[src/rtl/wb_pkg.sv]
// Shared encodings for the write-back sequencer: MemToReg source selects and FSM states.
package wb_pkg;

  localparam logic [2:0] SRC_ALU     = 3'b000;
  localparam logic [2:0] SRC_LOAD    = 3'b001;
  localparam logic [2:0] SRC_HI      = 3'b010;
  localparam logic [2:0] SRC_LO      = 3'b011;
  localparam logic [2:0] SRC_SLT     = 3'b100;
  localparam logic [2:0] SRC_CONST   = 3'b101;
  localparam logic [2:0] SRC_LUI     = 3'b110;
  localparam logic [2:0] SRC_INVALID = 3'b111;

  localparam logic [4:0] REG_ZERO = 5'd0;

  typedef enum logic [2:0] {
    IDLE,
    WAIT_MEM,
    WAIT_MD,
    WRITE,
    ABORT
  } wb_state_t;

  function automatic logic src_is_valid(input logic [2:0] src);
    case (src)
      SRC_ALU, SRC_LOAD, SRC_HI, SRC_LO,
      SRC_SLT, SRC_CONST, SRC_LUI: return 1'b1;
      SRC_INVALID:                 return 1'b0;
      default:                     return 1'b0;
    endcase
  endfunction

  function automatic logic src_is_md(input logic [2:0] src);
    return (src == SRC_HI) || (src == SRC_LO);
  endfunction

endpackage

[src/rtl/wb_wait_timer.sv]
// Wait-state counter: clear/enable, flags expiry when the count reaches TIMEOUT_CYCLES.
// Combinational expired output; no backpressure.
module wb_wait_timer #(
  parameter int unsigned TIMEOUT_CYCLES = 255
) (
  input  logic clk,
  input  logic reset_n,
  input  logic clr,
  input  logic en,
  output logic expired
);

  localparam int unsigned CNT_W = $clog2(TIMEOUT_CYCLES + 1);

  logic [CNT_W-1:0] cnt;
  logic [CNT_W-1:0] cnt_inc;

  assign cnt_inc = cnt + CNT_W'(1);
  // Expiry is flagged on the wait cycle whose increment would reach the limit.
  assign expired = en && (cnt_inc == CNT_W'(TIMEOUT_CYCLES));

  always_ff @(posedge clk) begin
    if (!reset_n || clr) begin
      cnt <= '0;
    end else if (en && !expired) begin
      cnt <= cnt_inc;
    end
  end

endmodule

[src/rtl/wb_sequencer.sv]
// Write-back sequencer: one request at a time, write one cycle after the source is valid.
// Backpressure by holding wb_req until wb_ack; optional wait timeout under WB_TIMEOUT_EN.
module wb_sequencer
  import wb_pkg::*;
#(
  parameter int unsigned TIMEOUT_CYCLES = 255
) (
  input  logic       clk,
  input  logic       reset_n,
  input  logic       wb_req,
  input  logic [2:0] wb_src,
  input  logic [4:0] wb_dst,
  input  logic       mem_ready,
  input  logic       md_busy,
  output logic [2:0] mem_to_reg,
  output logic       reg_write,
  output logic [4:0] reg_dst_addr,
  output logic       wb_ack,
  output logic       wb_err,
  output logic       wb_busy
);

  wb_state_t  state;
  wb_state_t  state_nxt;
  logic [2:0] src_q;
  logic [4:0] dst_q;
  logic       wait_expired;

  always_ff @(posedge clk) begin
    if (!reset_n) begin
      state <= IDLE;
      src_q <= SRC_ALU;
      dst_q <= REG_ZERO;
    end else begin
      state <= state_nxt;
      if (state == IDLE && wb_req) begin
        src_q <= wb_src;
        dst_q <= wb_dst;
      end
    end
  end

  always_comb begin
    state_nxt    = state;
    mem_to_reg   = SRC_ALU;
    reg_write    = 1'b0;
    reg_dst_addr = REG_ZERO;
    wb_ack       = 1'b0;
    wb_err       = 1'b0;
    wb_busy      = 1'b1;

    case (state)
      IDLE: begin
        wb_busy = 1'b0;
        if (wb_req) begin
          if (!src_is_valid(wb_src)) begin
            state_nxt = ABORT;
          end else if (wb_src == SRC_LOAD && !mem_ready) begin
            state_nxt = WAIT_MEM;
          end else if (src_is_md(wb_src) && md_busy) begin
            state_nxt = WAIT_MD;
          end else begin
            state_nxt = WRITE;
          end
        end
      end
      // A source turning valid on the expiry cycle still gets its write.
      WAIT_MEM: begin
        if (mem_ready) begin
          state_nxt = WRITE;
        end else if (wait_expired) begin
          state_nxt = ABORT;
        end
      end
      WAIT_MD: begin
        if (!md_busy) begin
          state_nxt = WRITE;
        end else if (wait_expired) begin
          state_nxt = ABORT;
        end
      end
      WRITE: begin
        reg_write = (dst_q != REG_ZERO);
        wb_ack    = 1'b1;
        state_nxt = IDLE;
      end
      ABORT: begin
        wb_ack    = 1'b1;
        wb_err    = 1'b1;
        state_nxt = IDLE;
      end
      default: begin
        state_nxt = IDLE;
      end
    endcase

    if (state != IDLE) begin
      mem_to_reg   = src_q;
      reg_dst_addr = dst_q;
    end
  end

`ifdef WB_TIMEOUT_EN
  logic in_wait;

  assign in_wait = (state == WAIT_MEM) || (state == WAIT_MD);

  wb_wait_timer #(
    .TIMEOUT_CYCLES(TIMEOUT_CYCLES)
  ) u_wait_timer (
    .clk     (clk),
    .reset_n (reset_n),
    .clr     (!in_wait),
    .en      (in_wait),
    .expired (wait_expired)
  );
`else
  logic unused_timeout_cfg;

  assign wait_expired       = 1'b0;
  assign unused_timeout_cfg = ^TIMEOUT_CYCLES;
`endif

endmodule

[config.mk]
export PLATFORM = sky130hd
export DESIGN_NAME = wb_sequencer
export DESIGN_NICKNAME = d
export VERILOG_FILES = /design/src/rtl/wb_pkg.sv /design/src/rtl/wb_wait_timer.sv /design/src/rtl/wb_sequencer.sv
export SDC_FILE = /design/constraint.sdc
export NUM_CORES = 1
export LEC_CHECK = 0
export CAP_MARGIN = 20
export CORE_ASPECT_RATIO = 1.2
export CORE_MARGIN = 2
export CORE_UTILIZATION = 35
export DETAILED_ROUTE_END_ITERATION = 10
export PLACE_DENSITY = 0.68
export SETUP_SLACK_MARGIN = 0.15
export SYNTH_ARGS = -nofsm -noshare
export SYNTH_HDL_FRONTEND = slang
export SYNTH_HIERARCHICAL = 1
export SYNTH_SLANG_ARGS = --single-unit
[constraint.sdc]
create_clock -name clk -period 2.15 [get_ports clk]
set_input_delay 0.215 -clock clk [delete_from_list [all_inputs] [get_ports clk]]
set_output_delay 0.215 -clock clk [all_outputs]
set_load 0.1 [all_outputs]
==> impl_results.md, run 1 <==
* Fill cells at 132
* Worst Path Required at 1930 ps
* Ys flop type: dfxtp_1
* Async S/R FF share, synth at 0
* DP HPWL at 1160 µm
* Post-route ant nets at 0
* Syn-to-layout area delta at 67.8%
* Grt total ovfl at 0
* CTS tree: built
* Worst-margin pin slew at 429 ps
* Root Driver: clkbuf_4
* Die outline height at 49.3 µm
* Period Utilization, post-route at 0.779
* Worst Setup SP: state[1]
* Avg Inst Size Synth at 7.97 µm²
* Num Clock Sinks at 11
* Fmax at 597 MHz
* Post-synth top area cell: dfxtp_1
* Die Span X at 41.7 µm
* Post_cts resized at 0
* Placed Instances at 114
* Fin. Hold Viols at 0
* Setup TNS at 0 ps
* First-pass detailed-route iteration total at 4
* Hold_sp: src_q[0]
* Power Dens Cells at 810 mW/mm²
* TritonCTS buffer count at 3
* Final wirelength at 1530 µm
* CP bufs+invs at 2
* Share of the synthesized area in the top cell type at 0.368
* Site Rows at 16
* Number of enable flip-flop cells after synthesis at 0
* Syn Std Cell Area at 598 µm²
* Synth Warn # at 6
* GPL Wtd Cong at 0.842
* Crit Path Class: flip-flop to primary output
* Total die area at 0.00206 mm²
* CP Max Fanout at 10
* Post-Place Cell Area at 977 µm²
* Fin nets at 114
* Cell area after layout at 0.00100 mm²
* CP endpoint kind: primary output
* Cell variety after synth at 24
* Synthesized netlist cell count at 75
* Cell family with most CP delay: flip-flops
* Global-route usage over all layers at 0.162
* Initial antenna violation count at 0
* Slew Limit Fails at 0
* CP max stage delay at 520 ps
* CTS Buffer Depth at 2
* Clock-pin slew on the worst setup and hold paths at 70 ps
* Max-cap violation count at 0
* Slowest stage cell, crit path: dfxtp_1
* Worst R2R Start: state[1]
* Vias in the first global route at 585
* Non-Filler Instances at 118
* Register area share after synthesis at 0.368
* Clock Latency Late Sink at 260 ps
* First-pass GRT wire length at 2590 µm
* Antenna diode instance count at 0
* Worst R2R Setup Slack at 770 ps
* Layout cells sized above 1 at 0.330
* Hold Slack at 459 ps
* Drt drc at 0
* Syn_nets at 88
* Via count at 615
* DR vias/cell at 5.21
* Worst IR Drop VDD at 0.634 mV
* HP Class: flip-flop to flip-flop
* I/O Buffers at 24
* Seq cells post-synth at 11
* CTS H-Tree Depth at 1
* Worst clock skew at 2.16 ps
* Final Util at 0.619
* Fin crit period at 1680 ps
* Max_slew headroom at 0.714
* CP cell instances: nor3_1 -> buf_4 -> nor2b_2 -> buf_12
* Static leakage at 0.374 nW
* Critical Path AT at 1460 ps
* Run status: finished clean
* Most frequent cells after synthesis: 19 x nand2_1, 11 x dfxtp_1, 9 x a21oi_1
* Initial drt markers at 5
* Top-level I/O count at 25
* Ranking of synthesized cells by area: dfxtp_1 37%, nand2_1 12%, nor2b_1 8.4%, a21oi_1 7.5%, buf_6 3.8%
* Initial Util at 0.369
* Setup repair bufs after CTS at 0
* Critical Path Start Type: flip-flop
* Largest net degree at the start of global routing at 12
* Cts hold-fix bufs at 0
* Final setup viols at 0
* RSZ-0062 raised after global routing: no
* Core area at 0.00162 mm²
* Count leader, synth: nand2_1
* DR WL/cell at 12.9 µm
==> cell type report <==
| type | instances | area (µm²) | area share |
|---|---|---|---|
| Tap cell | 18 | 22.5 | 0.0224 |
| Inverter | 2 | 7.51 | 0.00748 |
| Sequential cell | 11 | 220 | 0.219 |
| Clock buffer | 4 | 26.3 | 0.0262 |
| Multi-Input combinational cell | 56 | 357 | 0.355 |
| Timing Repair Buffer | 27 | 370 | 0.369 |
==> state kept, by name, indices dropped and copies added, names as in the netlist <==
name / count
dst_q: 5
src_q: 3
state: 3
==> layout by cell type (no fill, tap or decap), types with 2 or more instances in the layout <==
master            n
nand2_1          19
clkdlybuf4s50_1  12
dfxtp_1          11
buf_12           11
a21oi_1           9
nor2b_2           8
buf_4             4
clkbuf_4          3
nor3_1            2
inv_1             2
nor2_1            2
nand3_1           2
o21ai_0           2
==> final timing paths <==
| path | endpoint | cells after the start |
|---|---|---|
| setup / recovery | reg_dst_addr[3] | 4 |
| hold / removal | src_q[0] | 2 |
| hold reg to reg | src_q[0] | 2 |
| setup reg to reg | dst_q[1] | 3 |
==> tightest hold or removal path: cells and delay by family, from the launching register on <==
kind | cells | cell delay, ps
simple gates | 1 | 50
compound gates | 1 | 50
flops | 1 | 310
==> layer usage <==
layer	vias to the layer above	GRT usage	share of wire	wire length, µm
met4	0	0.0645	0.0079	12
met5	-	0	0	0
met3	2	0.0444	0.041	62
met1	292	0.197	0.44	664
met2	14	0.268	0.52	786
li1	307	-	-	-
==> power breakdown <==
| group | switching (W) | internal [W] | total, W |
|---|---|---|---|
| clock network | 0.0000688 | 0.0000717 | 0.000140 |
| logic | 0.000257 | 0.000161 | 0.000418 |
| registers | 0.0000290 | 0.000226 | 0.000255 |
| total | 0.000354 | 0.000459 | 0.000813 |
==> metrics by stage <==
| stage | power [W] | setup WS (ps) |
|---|---|---|
| 2_1_floorplan | 0.000537 | -702 |
| 3_3_place_gp | 0.000673 | 498 |
| 3_5_place_dp | 0.000678 | 470 |
| 4_1_cts | 0.000821 | 465 |
| 5_1_grt | 0.000856 | 377 |
| 6_report | 0.000813 | 474 |
==> cell families after synthesis <==
logic type / Yosys count / share of synthesized area
buffers and inverters: 8 / 0.0858
AND/OR/NAND/NOR: 39 / 0.364
AO/OA/AOI/OAI: 17 / 0.182
flip-flops: 11 / 0.368
(Power assumes the default switching activity.)
==> run 2: changes to the inputs <==
==> constraint.sdc (replaced) <==
create_clock -name clk -period 1.6 [get_ports clk]
set_input_delay 0.16 -clock clk [delete_from_list [all_inputs] [get_ports clk]]
set_output_delay 0.16 -clock clk [all_outputs]
set_load 0.1 [all_outputs]
==> impl_results.md, run 2 (same netlist as run 1, synthesis figures left out) <==
* RSZ-0062 raised after global routing: yes
* Period Utilization, post-route at 0.937
* Run status: finished clean
* Worst Path Required at 1440 ps
* Power Dens Cells at 1040 mW/mm²
* TritonCTS buffer count at 3
* Initial antenna violation count at 0
* Hold depth at 3
* Worst clock skew at 6.22 ps
* Largest Register: dst_q
* Initial Util at 0.369
* Num Clock Sinks at 11
* Layout cells sized above 1 at 0.487
* Final Util at 0.770
* Die Span X at 41.7 µm
* Worst IR Drop VDD at 0.864 mV
* Total die area at 0.00206 mm²
* Drt drc at 0
* Slew Limit Fails at 0
* First-pass GRT wire length at 2930 µm
* CTS H-Tree Depth at 1
* Syn-to-layout area delta at 109%
* Cts hold-fix bufs at 0
* Via count at 694
* Crit Path Class: flip-flop to primary output
* Fmax at 667 MHz
* Fin nets at 127
* CP Max Fanout at 5
* Static leakage at 0.479 nW
* CTS Buffer Depth at 2
* Hold_sp: wb_dst[4]
* Core area at 0.00162 mm²
* Max reg flops at 5
* Antenna diode instance count at 0
* Max_slew headroom at 0.715
* Commonest non-fill, non-tap cell in the layout: nand2_1
* DP HPWL at 1160 µm
* Clock Latency Late Sink at 280 ps
* HP Class: input pin to flip-flop
* Top-level I/O count at 25
* Placed Instances at 116
* Vias in the first global route at 694
* Most frequent cells in the layout: 18 x nand2_1, 14 x buf_4, 13 x buf_12, 12 x clkdlybuf4s50_1, 9 x a21oi_1
* Final wirelength at 1760 µm
* Die outline height at 49.3 µm
* Hold EP: dst_q[4]
* Post-route ant nets at 0
* Worst-margin pin slew at 428 ps
* Non-Filler Instances at 131
* Fin crit period at 1500 ps
* Biggest regs: dst_q: 5 flops, src_q: 3 flops, state: 3 flops
* Worst R2R Setup Slack at 190 ps
* CTS tree: built
* First-pass detailed-route iteration total at 4
* I/O Buffers at 24
* Max-cap violation count at 0
* Clock-pin slew on the worst setup and hold paths at 80 ps
* Fin. Hold Viols at 0
* Reg-to-reg endpoint: src_q[2]
* GPL Wtd Cong at 0.790
* CP endpoint kind: primary output
* Grt total ovfl at 0
* Global-route usage over all layers at 0.187
* Critical Path AT at 1340 ps
* Critical Path Start Type: flip-flop
* Hold Slack at 428 ps
* DR vias/cell at 5.30
* Final setup viols at 0
* Largest net degree at the start of global routing at 12
* Root Driver: clkbuf_4
* Worst R2R Start: state[2]
* Site Rows at 16
* DR WL/cell at 13.4 µm
* R2R depth at 4
* Initial drt markers at 5
## run 2: cell count changes in the layout (fill, tap and decap cells not counted), sizes merged
cell | before | now
clkbuf | 4 | 3
clkinv | 0 | 1
buf | 15 | 28
## run 2: report_power, final
group          switching [W]  internal, W  leakage, nW
logic               0.000420     0.000342        0.370
clock network       0.000104    0.0000927       0.0177
registers          0.0000388     0.000307       0.0922
## run 2: worst max path at each step
stage               end      start  depth (start not counted)
2_1_floorplan    wb_ack   state[2]                          3
3_3_place_gp   state[1]  wb_src[2]                          4
3_5_place_dp   state[1]  wb_src[0]                          4
4_1_cts         wb_busy   state[2]                          5
5_1_grt         wb_busy   state[2]                          5
6_report        wb_busy   state[2]                          5
## run 2: cell type report
class | instances | area (µm²)
inverter | 2 | 7.51
clock inverter | 1 | 5.00
timing repair buffer | 40 | 513
clock buffer | 3 | 22.5
tap | 18 | 22.5
sequential | 11 | 231
multi-input combinational | 56 | 447
fill | 105 | 373
## run 2: layer usage
| metal | global-route usage | part of all wire |
|---|---|---|
| met5 | 0 | 0 |
| met4 | 0.0968 | 0.019 |
| met3 | 0.0259 | 0.056 |
| met2 | 0.344 | 0.54 |
| met1 | 0.201 | 0.39 |
## run 2: timing repair
action                                  in CTS  in global routing
buffers inserted                             9                  1
resized for setup                            7                  2
pin swaps                                    1                  2
gates cloned                                 1                  0
endpoints found under the setup margin      11                 21
## run 2: worst max-delay path, cell delays in order, from the launching register on
cell,delay (ps)
dfxtp_4,370
nor3_4,190
buf_4,140
buf_12,120
inv_1,70
buf_12,160
## run 2: stage by stage
step / cell area, µm² / total power (W) / setup WS [ps] / TNS [ps]
3_3_place_gp: 1090 / 0.000979 / 46.3 / 0
3_5_place_dp: 1090 / 0.000986 / 21.6 / 0
4_1_cts: 1230 / 0.00130 / 112 / 0
2_1_floorplan: 707 / 0.000778 / -339 / -391
5_1_grt: 1250 / 0.00137 / 46.6 / 0
6_report: 1250 / 0.00130 / 101 / 0
